**config.mk**
```make
export PLATFORM = sky130hd
export DESIGN_NAME = ea_div
export DESIGN_NICKNAME = d
export VERILOG_FILES = /design/src/rtl/ea_div_pkg.sv /design/src/rtl/ea_div_step.sv /design/src/rtl/ea_div.sv
export SDC_FILE = /design/constraint.sdc
export NUM_CORES = 1
export LEC_CHECK = 0
export BUFFER_PORTS_ARGS = -buffer_cell sky130_fd_sc_hd__buf_2
export CORE_AREA = 8 8 133 135
export CTS_CLUSTER_DIAMETER = 60
export DETAILED_ROUTE_END_ITERATION = 10
export DIE_AREA = 0 0 141 143
export PLACE_DENSITY_LB_ADDON = 0.2
export SLEW_MARGIN = 20
export SYNTH_ARGS = -nofsm -noshare
export SYNTH_HDL_FRONTEND = slang
export SYNTH_SLANG_ARGS = --single-unit
```
**constraint.sdc**
```tcl
create_clock -name clk -period 4 [get_ports clk]
set_input_delay 0.8 -clock clk [delete_from_list [all_inputs] [get_ports clk]]
set_output_delay 0.8 -clock clk [all_outputs]
set_load 0.01 [all_outputs]
```
**src/rtl/ea_div_pkg.sv**
```systemverilog
// Shared definitions for the ea_div iterative divider: widths, iteration
// count, special-case result constants, FSM encoding and magnitude helper.
package ea_div_pkg;

  localparam int          DIV_W       = 16;
  localparam int          DIV_ITERS   = 16;
  localparam logic [4:0]  ITER_LOAD   = 5'd16;
  localparam logic [16:1] DZ_QUOT     = 16'hFFFF;
  localparam logic [16:1] OVF_QUOT    = 16'h8000;
  localparam logic [16:1] OVF_DIVISOR = 16'hFFFF;

  typedef enum logic [1:0] {
    S_IDLE = 2'd0,
    S_ITER = 2'd1,
    S_FIX  = 2'd2,
    S_DONE = 2'd3
  } div_state_e;

  // Two's-complement negate of a 16-bit value.
  function automatic logic [16:1] neg16(input logic [16:1] v);
    neg16 = ~v + 16'd1;
  endfunction

  // Magnitude of an operand; only negative when treated as signed.
  function automatic logic [16:1] mag16(input logic [16:1] v, input logic is_signed);
    mag16 = (is_signed && v[16]) ? neg16(v) : v;
  endfunction

endpackage

```
**src/rtl/ea_div_step.sv**
```systemverilog
// One non-restoring division step: shift {PR,Q} left by one, then subtract
// the divisor magnitude when PR was non-negative, add it when negative.
// The add/subtract uses the sign of PR before the shift, so the 17-bit
// result stays exact even though the shifted value can wrap.
module ea_div_step (
  input  logic [17:1] pr,
  input  logic        q_msb,
  input  logic [16:1] dmag,
  output logic [17:1] pr_next,
  output logic        q_bit
);

  logic [17:1] shifted;
  logic [17:1] dext;

  // Single add/subtract of the step; new quotient bit is the inverted PR sign.
  always_comb begin
    shifted = {pr[16:1], q_msb};
    dext    = {1'b0, dmag};
    if (!pr[17]) begin
      pr_next = shifted - dext;
    end else begin
      pr_next = shifted + dext;
    end
    q_bit = ~pr_next[17];
  end

endmodule

```
**src/rtl/ea_div.sv**
```systemverilog
// Iterative 16-bit signed/unsigned divider, one quotient bit per clock.
// Handshake: start is a one-cycle request sampled only when busy=0 (IDLE or
// DONE state); an accepted start raises busy the next cycle, and done pulses
// for exactly one cycle when quot/rem/dz_/ovf_ are valid. Results and flags
// hold until the next accepted start replaces them.
module ea_div
  import ea_div_pkg::*;
(
  input  logic        clk,
  input  logic        rst_,
  input  logic        start,
  input  logic        sgn,
  input  logic [16:1] dividend,
  input  logic [16:1] divisor,
  output logic        busy,
  output logic        done,
  output logic [16:1] quot,
  output logic [16:1] rem,
  output logic        dz_,
  output logic        ovf_
);

  // FSM state is kept as a named enum so checkers can bind to it directly.
  div_state_e  state_q, state_d;

  logic [17:1] pr_q,   pr_d;
  logic [16:1] q_q,    q_d;
  logic [16:1] dmag_q, dmag_d;
  logic [4:0]  cnt_q,  cnt_d;
  logic        qneg_q, qneg_d;
  logic        rneg_q, rneg_d;
  logic [16:1] quot_q, quot_d;
  logic [16:1] rem_q,  rem_d;
  logic        dz_q,   dz_d;
  logic        ovf_q,  ovf_d;

  logic [17:1] step_pr;
  logic        step_qbit;
  logic [16:1] rem_mag;
  logic        is_ovf_case;

  ea_div_step u_step (
    .pr      (pr_q),
    .q_msb   (q_q[16]),
    .dmag    (dmag_q),
    .pr_next (step_pr),
    .q_bit   (step_qbit)
  );

  // Remainder correction folded to 16 bits: a negative final PR lies in
  // [-d,0), so adding d lands in [0,d) and the carry out is never needed.
  always_comb begin
    rem_mag     = pr_q[17] ? (pr_q[16:1] + dmag_q) : pr_q[16:1];
    is_ovf_case = sgn && (dividend == OVF_QUOT) && (divisor == OVF_DIVISOR);
  end

  // Next-state and datapath control; every register holds by default.
  always_comb begin
    state_d = state_q;
    pr_d    = pr_q;
    q_d     = q_q;
    dmag_d  = dmag_q;
    cnt_d   = cnt_q;
    qneg_d  = qneg_q;
    rneg_d  = rneg_q;
    quot_d  = quot_q;
    rem_d   = rem_q;
    dz_d    = dz_q;
    ovf_d   = ovf_q;

    unique case (state_q)
      S_IDLE, S_DONE: begin
        state_d = S_IDLE;
        if (start) begin
          dz_d  = 1'b1;
          ovf_d = 1'b1;
          if (divisor == '0) begin
            quot_d  = DZ_QUOT;
            rem_d   = dividend;
            dz_d    = 1'b0;
            state_d = S_DONE;
          end else if (is_ovf_case) begin
            quot_d  = OVF_QUOT;
            rem_d   = '0;
            ovf_d   = 1'b0;
            state_d = S_DONE;
          end else begin
            pr_d    = '0;
            q_d     = mag16(dividend, sgn);
            dmag_d  = mag16(divisor, sgn);
            cnt_d   = ITER_LOAD;
            rneg_d  = sgn && dividend[16];
            qneg_d  = sgn && (dividend[16] ^ divisor[16]);
            state_d = S_ITER;
          end
        end
      end
      S_ITER: begin
        pr_d  = step_pr;
        q_d   = {q_q[15:1], step_qbit};
        cnt_d = cnt_q - 5'd1;
        if (cnt_q == 5'd1) begin
          state_d = S_FIX;
        end
      end
      S_FIX: begin
        quot_d  = qneg_q ? neg16(q_q) : q_q;
        rem_d   = rneg_q ? neg16(rem_mag) : rem_mag;
        state_d = S_DONE;
      end
      default: begin
        state_d = S_IDLE;
      end
    endcase
  end

  // State and datapath registers, cleared asynchronously by rst_.
  always_ff @(posedge clk or negedge rst_) begin
    if (!rst_) begin
      state_q <= S_IDLE;
      pr_q    <= '0;
      q_q     <= '0;
      dmag_q  <= '0;
      cnt_q   <= '0;
      qneg_q  <= 1'b0;
      rneg_q  <= 1'b0;
      quot_q  <= '0;
      rem_q   <= '0;
      dz_q    <= 1'b1;
      ovf_q   <= 1'b1;
    end else begin
      state_q <= state_d;
      pr_q    <= pr_d;
      q_q     <= q_d;
      dmag_q  <= dmag_d;
      cnt_q   <= cnt_d;
      qneg_q  <= qneg_d;
      rneg_q  <= rneg_d;
      quot_q  <= quot_d;
      rem_q   <= rem_d;
      dz_q    <= dz_d;
      ovf_q   <= ovf_d;
    end
  end

  // Status decoded straight from the state register, so it only moves on clk.
  always_comb begin
    busy = (state_q == S_ITER) || (state_q == S_FIX);
    done = (state_q == S_DONE);
    quot = quot_q;
    rem  = rem_q;
    dz_  = dz_q;
    ovf_ = ovf_q;
  end

endmodule

```
==> results.md <==
* Clock Latency Late Sink at ~360 ps
* # fillers at about 1,500
* Synth cell types at between 80 and 90
* Final Wtd Congestion at between 0.8 and 0.9
* CTS clk-pin slew, worst paths at 80 ps
* Post-synth top area share at 0.295
* CP startpoint: dmag_q[4]
* Worst R2R Setup Slack at 500 ps
* P_leak at ~3.8 nW
* Worst reg2reg path depth at 14
* Synth-to-Final Area Change at 10.3%
* Worst Path Arrival at between 3000 and 4000 ps
* Sum Neg Setup Slack at 0 ps
* EDFF count, synth at 0
* Tightest Pin Transition at approximately 700 ps
* Reg2reg end: pr_q[17]
* Mapped Cells at roughly 920
* Final worst setup slack at between 400 and 500 ps
* CTS sink count at 92
* H-tree levels at 3
* Row count at between 40 and 50
* End of the critical path: pr_q[17]
* Final WL at 21,400 um
* Worst min path class: input port to asynchronous set/reset pin
* Largest net degree at the start of global routing at 52
* Dominant synthesized flop cell: dfrtp_1
* Vias/cell at roughly 5.8
* Vias in the first global route at 6,536
* Power Density at ~990 nW/um^2
* Cts hold-fix bufs at 0
* Post-CTS Setup Bufs at 0
* Crit path kind: flip-flop to flip-flop
* Peak supply drop at between 0.4 and 0.5 mV
* I/O Buffers at 71
* Num CTS Buffers at 9
* Period Utilization, post-route at 0.876
* Max Cap Viol at 0
* Fin. Hold Viols at 0
* CP max FO at 6
* Peak Freq at 0.285 GHz
* Worst rel slew slack at 0.529
* Final ANT Viol Nets at 0
* Initial DRC count at 700
* Via count at 6,918
* Post-cts gate resize count at 0
* # nets final at approximately 1,100
* Post-synthesis sequential area ratio at 0.302
* Post-Syn Area at 7630 um^2
* First-pass GRT wire length at about 34,000 um
* TritonCTS clock tree: done
* Placed Instances at around 1,200
* Root Buffer: clkbuf_16
* Final non-filler cell total at around 1,200
* Register bit count reported by yosys at just over 90
* Post-synth net total at around 1,000
* Final instance area at roughly 8400 um^2
* Status: complete, no violations
* Layout Skew at around 14 ps
* Synth area leaders: dfrtp_1, ha_1, xor2_1
* Ys async rst share at 1.00
* Tmin final at between 3000 and 4000 ps
* Antenna violations before repair at 0
* Final setup viols at 0
* ANT cells at 0
* Syn Area/Cell at between 8 and 9 um^2
* Required @ worst endpoint at 4250 ps
* Worst r2r src: dmag_q[4]
* RSZ-0062 raised after global routing: false
* Die width at 141 um
* Dpl ws at between 500 and 600 ps
* Total global routing track utilization at 0.215
* HPWL after DPL at ~16,000 um
* Max clock buf depth at 2
* Startpoint Class: flip-flop
* Die height at ~140 um
* Tot Pwr at around 8.3 mW
* Dpl cell area at just over 8000 um^2
* Grt ovf at 0
* # IOs at between 70 and 80
* Max-slew violations at 0
* Core ar. at approximately 16,000 um^2
* First drt pass iteration count at 5
* DIE AREA at roughly 20,000 um^2
* Initial core utilization at 0.489
* DRC at 0
* Synth warn at 0
* Avg WL per Cell at roughly 18 um
* Critical path capture point type: flip-flop
* Yosys top cell by area: dfrtp_1
* Proportion of layout cells with a drive suffix above 1 at 0.142
## worst min path at each step
stage	from	to	slack [ps]	cells after the start
2_1_floorplan	cnt_q[1]	cnt_q[1]	470	2
3_3_place_gp	rem[3]	rem[3]	460	2
3_5_place_dp	quot[7]	quot[7]	460	1
4_1_cts	rst_	pr_q[8]	430	1
5_1_grt	rst_	pr_q[6]	440	1
6_report	rst_	pr_q[7]	410	1
## registers in the layout, summed over array words and instances, names as in the netlist, 2 cells and up
name / flops
state_q: 2
cnt_q: 5
pr_q: 17
q_q: 16
dmag_q: 16
rem: 16
quot: 16
## synth_stat cells (6+ instances only)
cell and n:
o21ai_0 76, dfrtp_1 90, clkbuf_1 21, nand2_1 111, buf_4 7, and3_1 10
o31ai_1 14, nor2_1 96, o21ai_1 11, ha_1 42, buf_2 13, nand2b_1 7
a211oi_1 20, a21oi_1 59, xnor2_1 42, o22ai_1 17, o21a_1 11, xor2_1 51
nor4_1 7, nor3_1 23, inv_1 30, nor2b_1 11, mux2i_1 8, nand4_1 6
nand3_1 11, a31oi_1 14, a21o_1 16
## power by group
group / internal, mW / switching, mW
clock: 0.440 / 0.433
sequential: 1.36 / 0.581
combinational: 2.27 / 3.26
## cells by family after synthesis
kind of cell             after synthesis  synth area share
XOR/XNOR                              93             0.107
AO/OA/AOI/OAI                        291             0.256
flip-flops                            92             0.302
adder cells (fa/ha/maj)               44            0.0741
buffers and inverters                 78            0.0502
multiplexers                          10            0.0134
AND/OR/NAND/NOR                      316             0.197
## metrics by stage
step	hold WS [ps]	utilization
after floorplan	472	-
after global placement	457	0.521
after detailed placement	462	0.521
after CTS	425	0.540
after global routing	444	0.540
final	410	0.540
## cell type report
type / instances / area [um^2] / share of cell area
inverter: 30 / 113 / 0.0134
multi-input combinational: 754 / 4950 / 0.588
clock inverter: 7 / 68.8 / 0.00818
tap: 216 / 270 / 0.0321
clock buffer: 9 / 225 / 0.0268
sequential: 92 / 2300 / 0.274
timing repair buffer: 88 / 485 / 0.0577
## placed cells by master (no fill, tap or decap), types with 5 or more instances in the layout
master,n
nor2_1,96
o211ai_1,5
nor2b_1,11
nor3_1,23
clkbuf_16,9
buf_2,70
ha_1,42
o22ai_1,17
a211oi_1,20
a31oi_1,14
o21ai_1,11
o21a_1,11
nand2_1,111
o31ai_1,14
nand3_1,11
a21o_1,16
nor4_1,6
inv_1,30
nand4_1,6
a21oi_1,59
buf_4,18
dfrtp_1,90
mux2i_1,8
o21ai_0,76
nand2b_1,7
and3_1,10
o41ai_1,5
xor2_1,51
xnor2_1,42
## per-layer routing
metal	GRT usage	share of wire
met1	0.305	0.48
met2	0.332	0.44
met3	0.0367	0.071
met4	0.0515	0.010
met5	0	0
## critical path: stages, from the launching register on
cell     delay, ps
dfrtp_1        460
nor3_1         290
nand2_1        110
or3_1          380
nor4_1         300
nor2_1          90
xor2_1         150
ha_1           320
o21a_1         110
a21oi_1        240
a21oi_1        180
a211o_1        290
a21oi_1        180
xnor2_1        100
a22o_1         200
No activity file was read; power rests on OpenSTA's default activity.
